**config.mk**
```make
export PLATFORM = sky130hd
export DESIGN_NAME = mapper_mem_bridge
export DESIGN_NICKNAME = d
export VERILOG_FILES = /design/src/rtl/mapper_mem_bridge.sv
export SDC_FILE = /design/constraint.sdc
export NUM_CORES = 1
export LEC_CHECK = 0
export BUFFER_PORTS_ARGS = -buffer_cell sky130_fd_sc_hd__buf_2
export CORE_UTILIZATION = 53
export CTS_BUF_LIST = sky130_fd_sc_hd__clkbuf_8
export DETAILED_ROUTE_END_ITERATION = 10
export PLACE_DENSITY = 0.87
export SLEW_MARGIN = 25
export SYNTH_ARGS = -nofsm -noshare
export SYNTH_HDL_FRONTEND = slang
export SYNTH_SLANG_ARGS = --single-unit
```
**constraint.sdc**
```tcl
create_clock -name clk -period 2.44 [get_ports clk]
set_clock_uncertainty 0.05 [all_clocks]
set_input_delay 0 -clock clk [delete_from_list [all_inputs] [get_ports clk]]
set_output_delay 0 -clock clk [all_outputs]
set_load 0.005 [all_outputs]
```
**src/rtl/mapper_mem_bridge.sv**
```systemverilog
// Bridges mapper-decoded Z80 memory cycles onto a req/ack memory controller, one request per bus cycle.
// Optional Z80 WAIT generation is built in when MEMBRIDGE_WAIT_EN is defined.
module mapper_mem_bridge #(
  parameter int TIMEOUT = 255
) (
  input  logic        clk,
  input  logic        reset,
  input  logic        enable,
  input  logic [22:0] bus_addr,
  input  logic        cart_ena,
  input  logic        rd_n,
  input  logic        wr_n,
  input  logic [7:0]  cdin,
  output logic [7:0]  cdout,
  output logic        busreq,
  output logic        mem_req,
  output logic        mem_we,
  output logic [22:0] mem_addr,
  output logic [7:0]  mem_wdata,
  input  logic        mem_ack,
  input  logic [7:0]  mem_rdata,
  output logic        wait_n,
  output logic        timeout_err
);

  typedef enum logic [1:0] {
    ST_IDLE = 2'd0,
    ST_REQ  = 2'd1,
    ST_HOLD = 2'd2
  } state_t;

  localparam logic [7:0] TMO_LAST = 8'(TIMEOUT - 1);

  state_t     state_r;
  logic [7:0] tmo_cnt_r;
  logic       strobe_s;
  logic       start_s;
  logic       expire_s;

  // Start and expiry decode
  always_comb begin
    strobe_s = ~rd_n | ~wr_n;
    expire_s = (tmo_cnt_r >= TMO_LAST);
    if (state_r == ST_IDLE) begin
      start_s = enable & cart_ena & strobe_s;
    end else begin
      start_s = 1'b0;
    end
  end

  // Access sequencer with registered memory-side and Z80-side outputs
  always_ff @(posedge clk) begin
    if (reset) begin
      state_r     <= ST_IDLE;
      tmo_cnt_r   <= 8'd0;
      mem_req     <= 1'b0;
      mem_we      <= 1'b0;
      mem_addr    <= 23'd0;
      mem_wdata   <= 8'd0;
      cdout       <= 8'hFF;
      busreq      <= 1'b0;
      timeout_err <= 1'b0;
    end else begin
      timeout_err <= 1'b0;
      case (state_r)
        ST_IDLE: begin
          if (start_s) begin
            state_r   <= ST_REQ;
            mem_req   <= 1'b1;
            mem_we    <= ~wr_n;
            mem_addr  <= bus_addr;
            mem_wdata <= cdin;
            tmo_cnt_r <= 8'd0;
          end
        end
        ST_REQ: begin
          // An ack on the expiry cycle wins: real data, no error
          if (mem_ack) begin
            state_r <= ST_HOLD;
            mem_req <= 1'b0;
            if (!mem_we) begin
              cdout  <= mem_rdata;
              busreq <= 1'b1;
            end
          end else begin
            if (tmo_cnt_r != 8'hFF) begin
              tmo_cnt_r <= tmo_cnt_r + 8'd1;
            end
            if (expire_s) begin
              state_r     <= ST_HOLD;
              mem_req     <= 1'b0;
              cdout       <= 8'hFF;
              busreq      <= ~mem_we;
              timeout_err <= 1'b1;
            end
          end
        end
        ST_HOLD: begin
          if (!cart_ena || !strobe_s) begin
            state_r <= ST_IDLE;
            busreq  <= 1'b0;
          end
        end
        default: begin
          state_r <= ST_IDLE;
          mem_req <= 1'b0;
          busreq  <= 1'b0;
        end
      endcase
    end
  end

`ifdef MEMBRIDGE_WAIT_EN
  assign wait_n = ~((state_r == ST_REQ) | start_s);
`else
  assign wait_n = 1'b1;
`endif

endmodule
```
* After elaboration in Yosys (flattened, before gate mapping)
Index checks and enable logic that the tools add are counted.
** Word-level totals
- Flip-flop bits (word level) :: 53
- Output and inout bits :: 44
- Logic and storage cells :: 66
** Cells by class
- Add/subtract/negate cells :: 1
- $lt $le $gt $ge :: 1
- Equality and inequality tests :: 10
- Muxes and demuxes :: 23
- Bitwise operators :: 9
- Reductions and logical operators :: 13
** Operators by type and width (number)
- two-way mux 8 bit :: 6
- case mux 8 bit (2 select lines) :: 1
- inequality test 2 bit, second input constant :: 5
- two-way mux 1 bit :: 9
- AND reduction 3 bit :: 3
- adder 8 x 1 -> 8 bit, second input constant :: 1
- greater-or-equal comparator 8 bit, second input constant :: 1
- two-way mux 2 bit :: 4
- inequality test 8 bit, second input constant :: 1
- AND reduction 4 bit :: 2
- inequality test 3 bit, second input constant :: 2
- NOT 1 bit :: 6
- case mux 1 bit (3 select lines) :: 2
- case mux 2 bit (3 select lines) :: 1
- nonzero test 2 bit :: 2
- OR reduction 3 bit :: 1
- AND 1 bit :: 2
- equality test 2 x 1 -> 1 bit, second input constant :: 1
- equality test 2 bit, second input constant :: 1
- logical NOT 1 bit :: 2
- logical NOT 2 bit :: 1
- AND reduction 2 bit :: 1
- logical OR 1 bit :: 1
- bitwise OR 1 bit :: 1

* Depth between registers and ports, before layout
- Word-level depth :: 6
- Depth in mapped cells :: 7
- Mapped depth without buffers :: 6

* Worst setup path after synthesis
No wires, ideal clock.
- Path kind :: register -> register
- Start point :: reg state_r[0]
- End point :: reg tmo_cnt_r[4]
- Setup time :: 0.071 ns
- Arrival :: 1.369 ns
- Path slack :: 0.950 ns
- Cell stages (with the launch flop) :: 6
- Path through :: dfxtp_1 -> buf_6 -> nor3b_4 -> a2bb2oi_2 -> or4_1 -> a21oi_1
** On the way
- Word-level cells in the longest chain between the ends :: 4
- Elaborated cells between the ends (all ways) :: 9
** Ends and longest elaborated chain
- start, declared :: line 34 : state_t state_r;
- start signal, assigned :: line 54 : state_r <= ST_IDLE;
- start signal, assigned :: line 68 : state_r <= ST_REQ;
- start signal, assigned :: line 79 : state_r <= ST_HOLD;
- logical NOT 2 bit :: line 44, 65
- two-way mux 1 bit :: line 44 : if (state_r == ST_IDLE) begin
- inequality test 2 bit (no line)
- AND reduction 4 bit (no line)
- end signal, assigned :: line 87 : tmo_cnt_r <= tmo_cnt_r + 8'd1;
- end, declared :: line 35 : logic [7:0] tmo_cnt_r;
Parallel ways exist; a longest one is shown, timed or not.
A chain may end at the register's enable or synchronous reset.

* Worst setup path after layout
Same ends and word-level chain as after synthesis.

==> report_table.html <==
<table>
<tr><th>Metric</th><th>Value</th></tr>
<tr><th colspan="2">Status</th></tr>
<tr><td>Result of the run</td><td>finished clean</td></tr>
<tr><th colspan="2">Logic synthesis</th></tr>
<tr><td>Syn avg cell area</td><td>8.16 sq um</td></tr>
<tr><td>Post-synthesis cell area</td><td>2140 sq um</td></tr>
<tr><td>Number of instances in the synthesized netlist</td><td>262</td></tr>
<tr><td>Biggest area consumer among synthesized cells</td><td>sky130_fd_sc_hd__dfxtp_1</td></tr>
<tr><td>Synth cell types</td><td>40</td></tr>
<tr><td>Number of flip-flops and latches in the synthesized netlist</td><td>53</td></tr>
<tr><td>Most frequent cell after synthesis</td><td>sky130_fd_sc_hd__nand2_1</td></tr>
<tr><td>Leading post-synthesis cells by cell area</td><td>sky130_fd_sc_hd__dfxtp_1, sky130_fd_sc_hd__nand2_1, sky130_fd_sc_hd__a21oi_1</td></tr>
<tr><td>Post-synth EDFFs</td><td>0</td></tr>
<tr><td>Sequential cell area fraction in the yosys report</td><td>49.6%</td></tr>
<tr><td>Top_reg_cell synth</td><td>sky130_fd_sc_hd__dfxtp_1</td></tr>
<tr><td>Commonest cells in the synthesized netlist</td><td>sky130_fd_sc_hd__nand2_1, sky130_fd_sc_hd__dfxtp_1, sky130_fd_sc_hd__a21oi_1, sky130_fd_sc_hd__nor2_1, sky130_fd_sc_hd__o21ai_0</td></tr>
<tr><td>Async set or reset register ratio after synthesis</td><td>0%</td></tr>
<tr><td>Nets in the synthesized netlist</td><td>310</td></tr>
<tr><td>Number of warning messages in the yosys log</td><td>0</td></tr>
<tr><td>Yosys top cell area share</td><td>49.6%</td></tr>
<tr><th colspan="2">Critical path</th></tr>
<tr><td>Worst path required time</td><td>2.63 ns</td></tr>
<tr><td>Cell with the largest stage delay on the worst path</td><td>sky130_fd_sc_hd__dfxtp_1</td></tr>
<tr><td>Sequence of cells on the critical path</td><td>nand2b_1, a2bb2oi_2, or4_1, a21oi_1</td></tr>
<tr><td>Critical path startpoint category</td><td>flop</td></tr>
<tr><td>Critical-path maximum fanout</td><td>16</td></tr>
<tr><td>Data arrival time of the critical path</td><td>1.96 ns</td></tr>
<tr><td>Critical path capture point type</td><td>flop</td></tr>
<tr><td>Type of the setup path with the least slack</td><td>flop to flop</td></tr>
<tr><td>Reg-to-reg setup timing slack</td><td>0.67 ns</td></tr>
<tr><td>Maximum cell stage delay along the critical path</td><td>0.55 ns</td></tr>
<tr><td>Count of buffer and inverter cells on the critical path</td><td>0</td></tr>
<tr><td>Cell type group with the largest total delay on the critical path</td><td>simple AND/OR/NAND/NOR gates</td></tr>
<tr><th colspan="2">Timing</th></tr>
<tr><td>Setup-failing EPs final</td><td>0</td></tr>
<tr><td>Worst-Margin Slew</td><td>0.688 ns</td></tr>
<tr><td>Post-Route Setup TNS</td><td>0 ns</td></tr>
<tr><td>Final period util</td><td>72.5%</td></tr>
<tr><td>Setup repair after global routing missed its margin</td><td>no</td></tr>
<tr><td>Maximum clock frequency</td><td>566 MHz</td></tr>
<tr><td>Post-route worst setup slack</td><td>0.672 ns</td></tr>
<tr><td>Final Hold Fails</td><td>0</td></tr>
<tr><td>Pins Over Slew Limit</td><td>0</td></tr>
<tr><td>Tightest slew margin relative to the limit</td><td>54.2%</td></tr>
<tr><td>Final period demand of the worst path</td><td>1.77 ns</td></tr>
<tr><th colspan="2">Power</th></tr>
<tr><td>Internal power contribution</td><td>1.22 mW</td></tr>
<tr><td>Switching share of total power</td><td>25.5%</td></tr>
<tr><td>Cell area power density</td><td>533 nW/um^2</td></tr>
<tr><td>Share of power burned in the clock network</td><td>29.4%</td></tr>
<tr><td>Worst IR drop on VDD</td><td>478 uV</td></tr>
<tr><td>Leak</td><td>1.31 nW</td></tr>
<tr><td>Switching Power</td><td>0.417 mW</td></tr>
<tr><td>Combinational power share</td><td>14.5%</td></tr>
<tr><td>Pwr Total</td><td>1.63 mW</td></tr>
<tr><td>Sequential power share</td><td>56.1%</td></tr>
<tr><th colspan="2">Clocking</th></tr>
<tr><td>Clock tree from TritonCTS</td><td>built</td></tr>
<tr><td>Clock latency at the later pin of the worst-skew pair</td><td>0.31 ns</td></tr>
<tr><td>Post-CTS Repair Setup Buffers</td><td>0</td></tr>
<tr><td>Root Buffer</td><td>sky130_fd_sc_hd__clkbuf_8</td></tr>
<tr><td>Number of buffers inserted during clock tree synthesis</td><td>5</td></tr>
<tr><td>Maximum buffer depth of the clock tree</td><td>2</td></tr>
<tr><td>CTS H-Tree Depth</td><td>2</td></tr>
<tr><td>Clock-pin slew reported for the worst setup and hold paths after clock tree synthesis</td><td>0.09 ns</td></tr>
<tr><td>Num Clock Sinks</td><td>53</td></tr>
<tr><th colspan="2">Route</th></tr>
<tr><td>Wire length per cell</td><td>14.2 um</td></tr>
<tr><td>DRT Pass-1 Iters</td><td>5</td></tr>
<tr><td>Residual antenna-violating net count after detailed routing</td><td>0</td></tr>
<tr><td>Via-to-Cell Ratio</td><td>5.38</td></tr>
<tr><td>Initial DRC count</td><td>158</td></tr>
<tr><td>Wire length after detailed routing</td><td>6120 um</td></tr>
<tr><td>Total number of vias</td><td>2326</td></tr>
<tr><td>Number of remaining DRC errors</td><td>0</td></tr>
<tr><th colspan="2">Run</th></tr>
<tr><td>Max Cap Viol</td><td>0</td></tr>
<tr><th colspan="2">Floorplanning</th></tr>
<tr><td>Placeable Area</td><td>3770 sq um</td></tr>
<tr><td>Effective utilization at floorplan</td><td>56.7%</td></tr>
<tr><td>Area of the die</td><td>4290 sq um</td></tr>
<tr><td>I/O pins</td><td>90</td></tr>
<tr><td>Die Span X</td><td>65.5 um</td></tr>
<tr><td>Floorplan row count</td><td>22</td></tr>
<tr><td>DIE HEIGHT</td><td>65.5 um</td></tr>
<tr><th colspan="2">Final layout</th></tr>
<tr><td>Diode count</td><td>0</td></tr>
<tr><td>Final #Nets</td><td>431</td></tr>
<tr><td>Area added between synthesis and finish</td><td>43.5%</td></tr>
<tr><td>Final core utilization</td><td>81.3%</td></tr>
<tr><td>Final standard cell count with taps included and fillers excluded</td><td>432</td></tr>
<tr><td>Share of final-layout standard cells stronger than drive strength 1</td><td>27.3%</td></tr>
<tr><th colspan="2">Place</th></tr>
<tr><td>Placed Cells incl. Taps</td><td>384</td></tr>
<tr><td>Weighted congestion reported at the end of routability-driven placement</td><td>0.939</td></tr>
<tr><td>DP Wirelength</td><td>3360 um</td></tr>
<tr><td># port buffers</td><td>88</td></tr>
<tr><td>Pre-CTS worst setup slack</td><td>0.716 ns</td></tr>
<tr><th colspan="2">Global route</th></tr>
<tr><td>Initial antenna violation count</td><td>0</td></tr>
<tr><td>Pin count of the biggest net entering global routing</td><td>39</td></tr>
<tr><td>Leftover overflow at the end of global routing</td><td>0</td></tr>
<tr><td>Total routing usage reported by global routing</td><td>29.9%</td></tr>
<tr><td>First-pass GRT wire length</td><td>9640 um</td></tr>
<tr><td>Number of global-route vias before repair</td><td>2199</td></tr>
<tr><th colspan="2">Hold path</th></tr>
<tr><td>Hold Crit Class</td><td>input pin to flop</td></tr>
</table>
-- what timing repair did --
item / CTS / global route
gates resized for setup: 0 / 0
endpoints found under the hold margin: 40 / 0
hold buffers: 40 / 0
-- routing by layer --
layer / up-vias / routed length (um) / part of all wire [%] / global-route usage (%)
met3: 18 / 495 / 8.1 / 9.03
met4: 0 / 166 / 2.7 / 13.9
met5: - / 0 / 0 / 0
li1: 1131 / - / - / -
met2: 123 / 3090 / 50 / 52.4
met1: 1054 / 2370 / 39 / 32.8
-- through the flow --
step	hold slack [ns]	cell area [sq um]
floorplan	0.0456	2140
global placement	0.183	2580
detailed placement	0.197	2580
CTS	0.00662	3070
global route	0.0247	3070
finish	0.0130	3070
-- registers in the layout, indices dropped and copies added, names as in the netlist --
| register | cells |
|---|---|
| timeout_err | 1 |
| cdout | 8 |
| mem_req | 1 |
| busreq | 1 |
| mem_wdata | 8 |
| state_r | 2 |
| tmo_cnt_r | 8 |
| mem_addr | 23 |
| mem_we | 1 |
-- kinds of logic (layout without fill, tap and decap cells) --
family,after synthesis,count (layout),synth area share [%]
AND/OR/NAND/NOR,104,104,21.8
adder cells (fa/ha/maj),2,2,1.17
flip-flops,53,53,49.6
buffers and inverters,23,145,4.86
AO/OA/AOI/OAI,79,79,22.3
other,1,1,0.175
-- power groups by stage --
stage / combinational, mW / clock (mW) / sequential, mW
after floorplan: 0.0982 / 0 / 0.935
after global placement: 0.175 / 0 / 0.933
after detailed placement: 0.179 / 0 / 0.934
after CTS: 0.229 / 0.488 / 0.914
after global routing: 0.261 / 0.526 / 0.919
final: 0.238 / 0.480 / 0.916
-- worst min-delay path, cell delays in order --
cell and delay, ns:
sky130_fd_sc_hd__buf_2 0.15, sky130_fd_sc_hd__or3_1 0.13, sky130_fd_sc_hd__nor3_1 0.04
-- cell type report --
cell class | count | area, sq um
fill | 227 | 704
tap | 48 | 60.1
clock buffer | 5 | 68.8
clock inverter | 3 | 18.8
timing repair buffer | 131 | 863
sequential | 53 | 1060
inverter | 6 | 22.5
multi-input combinational | 186 | 972
-- cells in the final DEF (no fill, tap or decap), types with 2 or more instances in the layout --
cell type / synthesis / layout
sky130_fd_sc_hd__a211oi_1: 2 / 2
sky130_fd_sc_hd__a21oi_1: 47 / 47
sky130_fd_sc_hd__buf_2: 5 / 88
sky130_fd_sc_hd__buf_4: 1 / 3
sky130_fd_sc_hd__clkbuf_8: 0 / 5
sky130_fd_sc_hd__clkinvlp_4: 0 / 2
sky130_fd_sc_hd__dfxtp_1: 53 / 53
sky130_fd_sc_hd__dlygate4sd3_1: 0 / 40
sky130_fd_sc_hd__ha_1: 2 / 2
sky130_fd_sc_hd__inv_1: 6 / 7
sky130_fd_sc_hd__nand2_1: 66 / 66
sky130_fd_sc_hd__nand2b_1: 3 / 3
sky130_fd_sc_hd__nand3_1: 2 / 2
sky130_fd_sc_hd__nand4_1: 3 / 3
sky130_fd_sc_hd__nor2_1: 13 / 13
sky130_fd_sc_hd__nor3_1: 4 / 4
sky130_fd_sc_hd__o21ai_0: 13 / 13
sky130_fd_sc_hd__o31ai_1: 3 / 3
sky130_fd_sc_hd__or3_1: 4 / 4
sky130_fd_sc_hd__or4_1: 3 / 3
-- final timing paths --
| path | depth (start not counted) | endpoint | start |
|---|---|---|---|
| hold reg to reg | 2 | mem_addr[22] | mem_addr[22] |
| setup / recovery | 4 | tmo_cnt_r[4] | state_r[0] |
| hold / removal | 3 | timeout_err | mem_ack |
| setup reg to reg | 4 | tmo_cnt_r[4] | state_r[0] |
No activity file was read; power rests on OpenSTA's default activity.
